<file path="src/rtl/compare_tree_pipe.sv">
// Pipelined max/min comparator tree. One tree level per register stage; a beat
// carries its own mode, and the lowest channel index wins among equal extremes.
module compare_tree_pipe #(
  parameter int WIDTH  = 4,
  parameter int N_CH   = 8,
  parameter int IDX_W  = $clog2(N_CH),
  parameter int LEVELS = $clog2(N_CH)
) (
  input  logic                    i_clk,
  input  logic                    i_rst_n,
  input  logic                    i_valid,
  output logic                    o_ready,
  input  logic [N_CH*WIDTH-1:0]   i_data,
  input  logic [N_CH-1:0]         i_mask,
  input  logic                    i_mode,
  output logic                    o_valid,
  input  logic                    i_ready,
  output logic [WIDTH-1:0]        o_value,
  output logic [IDX_W-1:0]        o_index,
  output logic                    o_any,
  output logic                    o_tie
);

  typedef struct packed {
    logic             prs;
    logic             tie;
    logic [IDX_W-1:0] idx;
    logic [WIDTH-1:0] val;
  } node_t;

  // Nodes of all levels are packed into one array: level L starts at N_CH - (N_CH >> L).
  localparam int N_NODES = N_CH - 1;
  localparam int ROOT    = N_CH - 2;
  localparam int MODE_N  = (LEVELS > 1) ? LEVELS - 1 : 1;

  node_t              r_node [N_NODES];
  node_t              w_nxt  [N_NODES];
  logic [LEVELS-1:0]  r_vld;
  logic [MODE_N-1:0]  r_mode;
  logic               w_en;

  function automatic node_t f_merge(input logic mode, input node_t a, input node_t b);
    node_t r;
    r = '0;
    if (a.prs && b.prs) begin
      if (a.val == b.val) begin
        r     = a;
        r.tie = 1'b1;
      end else if ((a.val > b.val) ^ mode) begin
        r = a;
      end else begin
        r = b;
      end
    end else if (a.prs) begin
      r = a;
    end else if (b.prs) begin
      r = b;
    end
    return r;
  endfunction

  assign o_valid = r_vld[LEVELS-1];
  assign w_en    = i_ready | ~o_valid;
  assign o_ready = w_en;

  generate
    for (genvar gi = 0; gi < LEVELS; gi++) begin : g_lvl
      localparam int OFF = N_CH - (N_CH >> gi);
      localparam int CNT = N_CH >> (gi + 1);
      for (genvar gj = 0; gj < CNT; gj++) begin : g_node
        node_t w_a;
        node_t w_b;
        logic  w_mode;
        if (gi == 0) begin : g_leaf
          // Gating presence with i_valid turns bubbles into all-zero nodes.
          assign w_a    = {i_mask[2*gj] & i_valid, 1'b0, IDX_W'(2*gj),
                           i_data[2*gj*WIDTH +: WIDTH]};
          assign w_b    = {i_mask[2*gj+1] & i_valid, 1'b0, IDX_W'(2*gj+1),
                           i_data[(2*gj+1)*WIDTH +: WIDTH]};
          assign w_mode = i_mode;
        end else begin : g_inner
          localparam int POFF = N_CH - (N_CH >> (gi - 1));
          assign w_a    = r_node[POFF + 2*gj];
          assign w_b    = r_node[POFF + 2*gj + 1];
          assign w_mode = r_mode[gi-1];
        end
        assign w_nxt[OFF + gj] = f_merge(w_mode, w_a, w_b);
      end
    end
  endgenerate

  always_ff @(posedge i_clk) begin
    if (!i_rst_n) begin
      r_vld  <= '0;
      r_mode <= '0;
      for (int n = 0; n < N_NODES; n++) r_node[n] <= '0;
    end else if (w_en) begin
      r_vld[0]  <= i_valid;
      r_mode[0] <= i_mode;
      for (int l = 1; l < LEVELS; l++) r_vld[l] <= r_vld[l-1];
      for (int l = 1; l < LEVELS - 1; l++) r_mode[l] <= r_mode[l-1];
      for (int n = 0; n < N_NODES; n++) r_node[n] <= w_nxt[n];
    end
  end

  assign o_any   = r_node[ROOT].prs;
  assign o_value = r_node[ROOT].prs ? r_node[ROOT].val : '0;
  assign o_index = r_node[ROOT].prs ? r_node[ROOT].idx : '0;
  assign o_tie   = r_node[ROOT].prs ? r_node[ROOT].tie : 1'b0;

endmodule

</file>
<file path="config.mk">
export PLATFORM = sky130hd
export DESIGN_NAME = compare_tree_pipe
export DESIGN_NICKNAME = d
export VERILOG_FILES = /design/src/rtl/compare_tree_pipe.sv
export SDC_FILE = /design/constraint.sdc
export NUM_CORES = 1
export LEC_CHECK = 0
export CORE_AREA = 10 10 87 108
export CTS_CLUSTER_SIZE = 25
export DETAILED_ROUTE_END_ITERATION = 6
export DIE_AREA = 0 0 97 118
export HOLD_SLACK_MARGIN = 0.06
export MAX_ROUTING_LAYER = met4
export PLACE_DENSITY_LB_ADDON = 0.15
export SLEW_MARGIN = 40
export SYNTH_ARGS = -nofsm -noshare
export SYNTH_HDL_FRONTEND = slang
export SYNTH_SLANG_ARGS = --single-unit
</file>
<file path="constraint.sdc">
create_clock -name i_clk -period 2.9 [get_ports i_clk]
set_clock_uncertainty 0.05 [all_clocks]
set_input_delay 0.435 -clock i_clk [delete_from_list [all_inputs] [get_ports i_clk]]
set_output_delay 0.435 -clock i_clk [all_outputs]
set_load 0.005 [all_outputs]
</file>
==> results.cfg <==
[status]
status = finished, final reports clean

[worst_hold_path]
hold_class = flip-flop to flip-flop

[floorplan]
die_width_um = 97
die_h_um = 118
core_um2 = 7310
die-area_um2 = 11400
ios = 56
placementRows = 35
start_util_pct = 53.7

[timing]
setup-violations-final = 0
fin_crit_ns = 2.44
finalMaxSlewViolations = 0
worst_slew_pin_slew_ns = 0.518
finalCritPeriodShare_pct = 84.1
rsz0062_at_grt = false
hold_violations = 0
fmax_ghz = 0.410
hold_slack_ns = 0.414
finalSetupTns_ns = 0
relSlewSlack_pct = 65.5

[synthesis]
synth-edff-count = 57
synthXorXnorAreaFrac_pct = 0
avgSynthCellArea_um2 = 10.6
yosysTopAreaCellShare_pct = 43.6
synthFlopType = edfxtp_1
synth_top_family_by_area = compound AO/OA/AOI/OAI gates
synth-simple-area-share_pct = 16.4
synth.mux.area_fraction_pct = 3.31
ys_warn_count = 0
ys_ff_latch = 62
syn-cell-area_um2 = 3930
synth_cell_types = 48
synth_fa_ha_area_share_pct = 8.92
seq_area_frac_synth_pct = 46.1
syn_inst = 370
syn_nets = 443
synth_area_leaders = edfxtp_1 (44%), ha_1 (8.9%), mux2i_1 (3.3%)
synthArstFlopShare_pct = 0
yosys.area.top_type = edfxtp_1
synth_compound_area_share_pct = 21.1

[place]
dp_hpwl_mm = 6.57
port-buffer-count = 55
gp_congestion = 0.917

[job]
maxCapViolations = 0

[cts]
cts_hold_buf = 0
h-tree-depth = 3
path_clk_slew_ns = 0.07
clock_sinks = 62
cts_setup_buffers = 0
cts_buffers = 9
cts_buffer_depth = 2
ctsResizeCount = 0
root_buffer = clkbuf_8
tritoncts = built
clkLatencyLatePin_ns = 0.33

[global_route]
first_global_vias = 3175
track_usage_pct = 14.8
overflow = 0
antenna_found_initial = 0
grt_pass1_wl_mm = 14.0
grt_max_degree = 54

[worst_setup_path]
cp_slowest_cell = clkdlybuf4s50_1
cp-end-kind = flip-flop
crit_type = input port to flip-flop
critPathMaxFanout = 5
critical-path-max-stage-delay_ns = 0.51
cp_cell_sequence = clkdlybuf4s50_1 -> inv_1 -> ha_1 -> nand4_1 -> nor2b_4 -> a31oi_4 -> mux2i_1 -> a2111oi_2
crit_arrival_ns = 2.52
path_buf_inv = 2
cp-start-kind = input port
cp_top_family = compound AO/OA/AOI/OAI gates
required_ns = 2.98

[cells_and_area]
final_net_count = 505
area_growth_syn_to_layout_pct = 22.3
num_antenna_cells = 0
layout_common_cells = edfxtp_1 (57), clkdlybuf4s50_1 (55), nand2_1 (32), inv_1 (30), nor2_1 (30)
final.fill_count = 570
final_common_cell = edfxtp_1
drive_gt1_share_pct = 10.3

[route]
detailedRoute.firstPassIterationCount = 4
drcViolationCount = 0
drt_iter0_markers = 109
drt-total-wl_mm = 8.30
wl_per_cell_um = 15.7
highest_layer = met4
drt-vias-per-instance = 5.79
dr_wl_met3_um = 362
ant_nets = 0
dr_total_vias = 3062
drt-met1-wl_mm = 3.55
route.met2.wl_mm = 4.14

[power]
worst_ir_drop_vdd_v = 0.000202
power.leakage_nw = 1.93
power_per_cell_area_nw_per_um2 = 454
==> cells in the mapped netlist (all sizes together) (8+ instances only) <==
library cell / count
ha: 28
mux2i: 13
a22oi: 17
o22ai: 8
nor2b: 20
edfxtp: 57
and2: 10
inv: 31
a21oi: 22
nor2: 32
nand2: 34
==> final cells by class <==
type,count,area (µm²),share of cell area [%]
multi-input cells,267,1950,40.7
clock buffers,14,184,3.83
repair buffers,61,608,12.7
clock inverters,2,12.5,0.261
inverters,31,116,2.42
well taps,92,115,2.40
flip-flops and latches,62,1810,37.7
==> path summary, 6_finish.rpt <==
path | end | slack (ns) | startpoint | cells after the start
max reg2reg | r_node[5][7] | 0.58 | r_node[2][1] | 7
min | r_vld[0] | 0.41 | r_vld[0] | 2
max | r_node[0][2] | 0.46 | i_data[7] | 8
min reg2reg | r_vld[0] | 0.41 | r_vld[0] | 2
==> where the power goes <==
part	switching, mW	internal, mW	leakage (nW)
logic	0.220	0.200	1.11
registers	0.0305	1.02	0.727
clock network	0.307	0.408	0.0978
total	0.558	1.62	1.93
==> stage by stage <==
| stage | instance area [µm²] | util [%] | cells | setup slack (ns) | power (mW) |
|---|---|---|---|---|---|
| finish | 4800 | 65.7 | 529 | 0.462 | 2.18 |
| global route | 4800 | 65.7 | 529 | 0.308 | 2.28 |
| CTS | 4800 | 65.7 | 529 | 0.460 | 2.19 |
| detailed placement | 4610 | 63.0 | 513 | 0.115 | 1.48 |
| global placement | 4610 | 63.0 | 513 | 0.206 | 1.47 |
| floorplan | 3930 | - | 370 | 0.568 | 1.33 |
==> metal layers <==
layer  vias up  global-route usage [%]
met5         -                       -
met3        21                    2.76
li1       1518                       -
met2       105                    24.9
met4         0                    7.49
met1      1418                    16.2
==> worst reg2reg max path, cell delays in order, from the launching register on <==
cell	delay [ns]
edfxtp_1	0.44
ha_1	0.34
nor2b_1	0.15
o2111a_1	0.22
a221o_1	0.34
nand3b_1	0.11
o21ai_1	0.07
a221oi_1	0.39
==> logic make-up after synthesis <==
family	after synthesis
buffers and inverters	41
multiplexers	13
flip-flops	62
adder cells (fa/ha/maj)	28
AND/OR/NAND/NOR	124
AO/OA/AOI/OAI	102
==> registers in the layout, indices dropped and copies added, names as in the netlist <==
name and count:
r_vld 3, r_node 57, r_mode 2
Note: power is estimated with default switching activity, not from simulation.
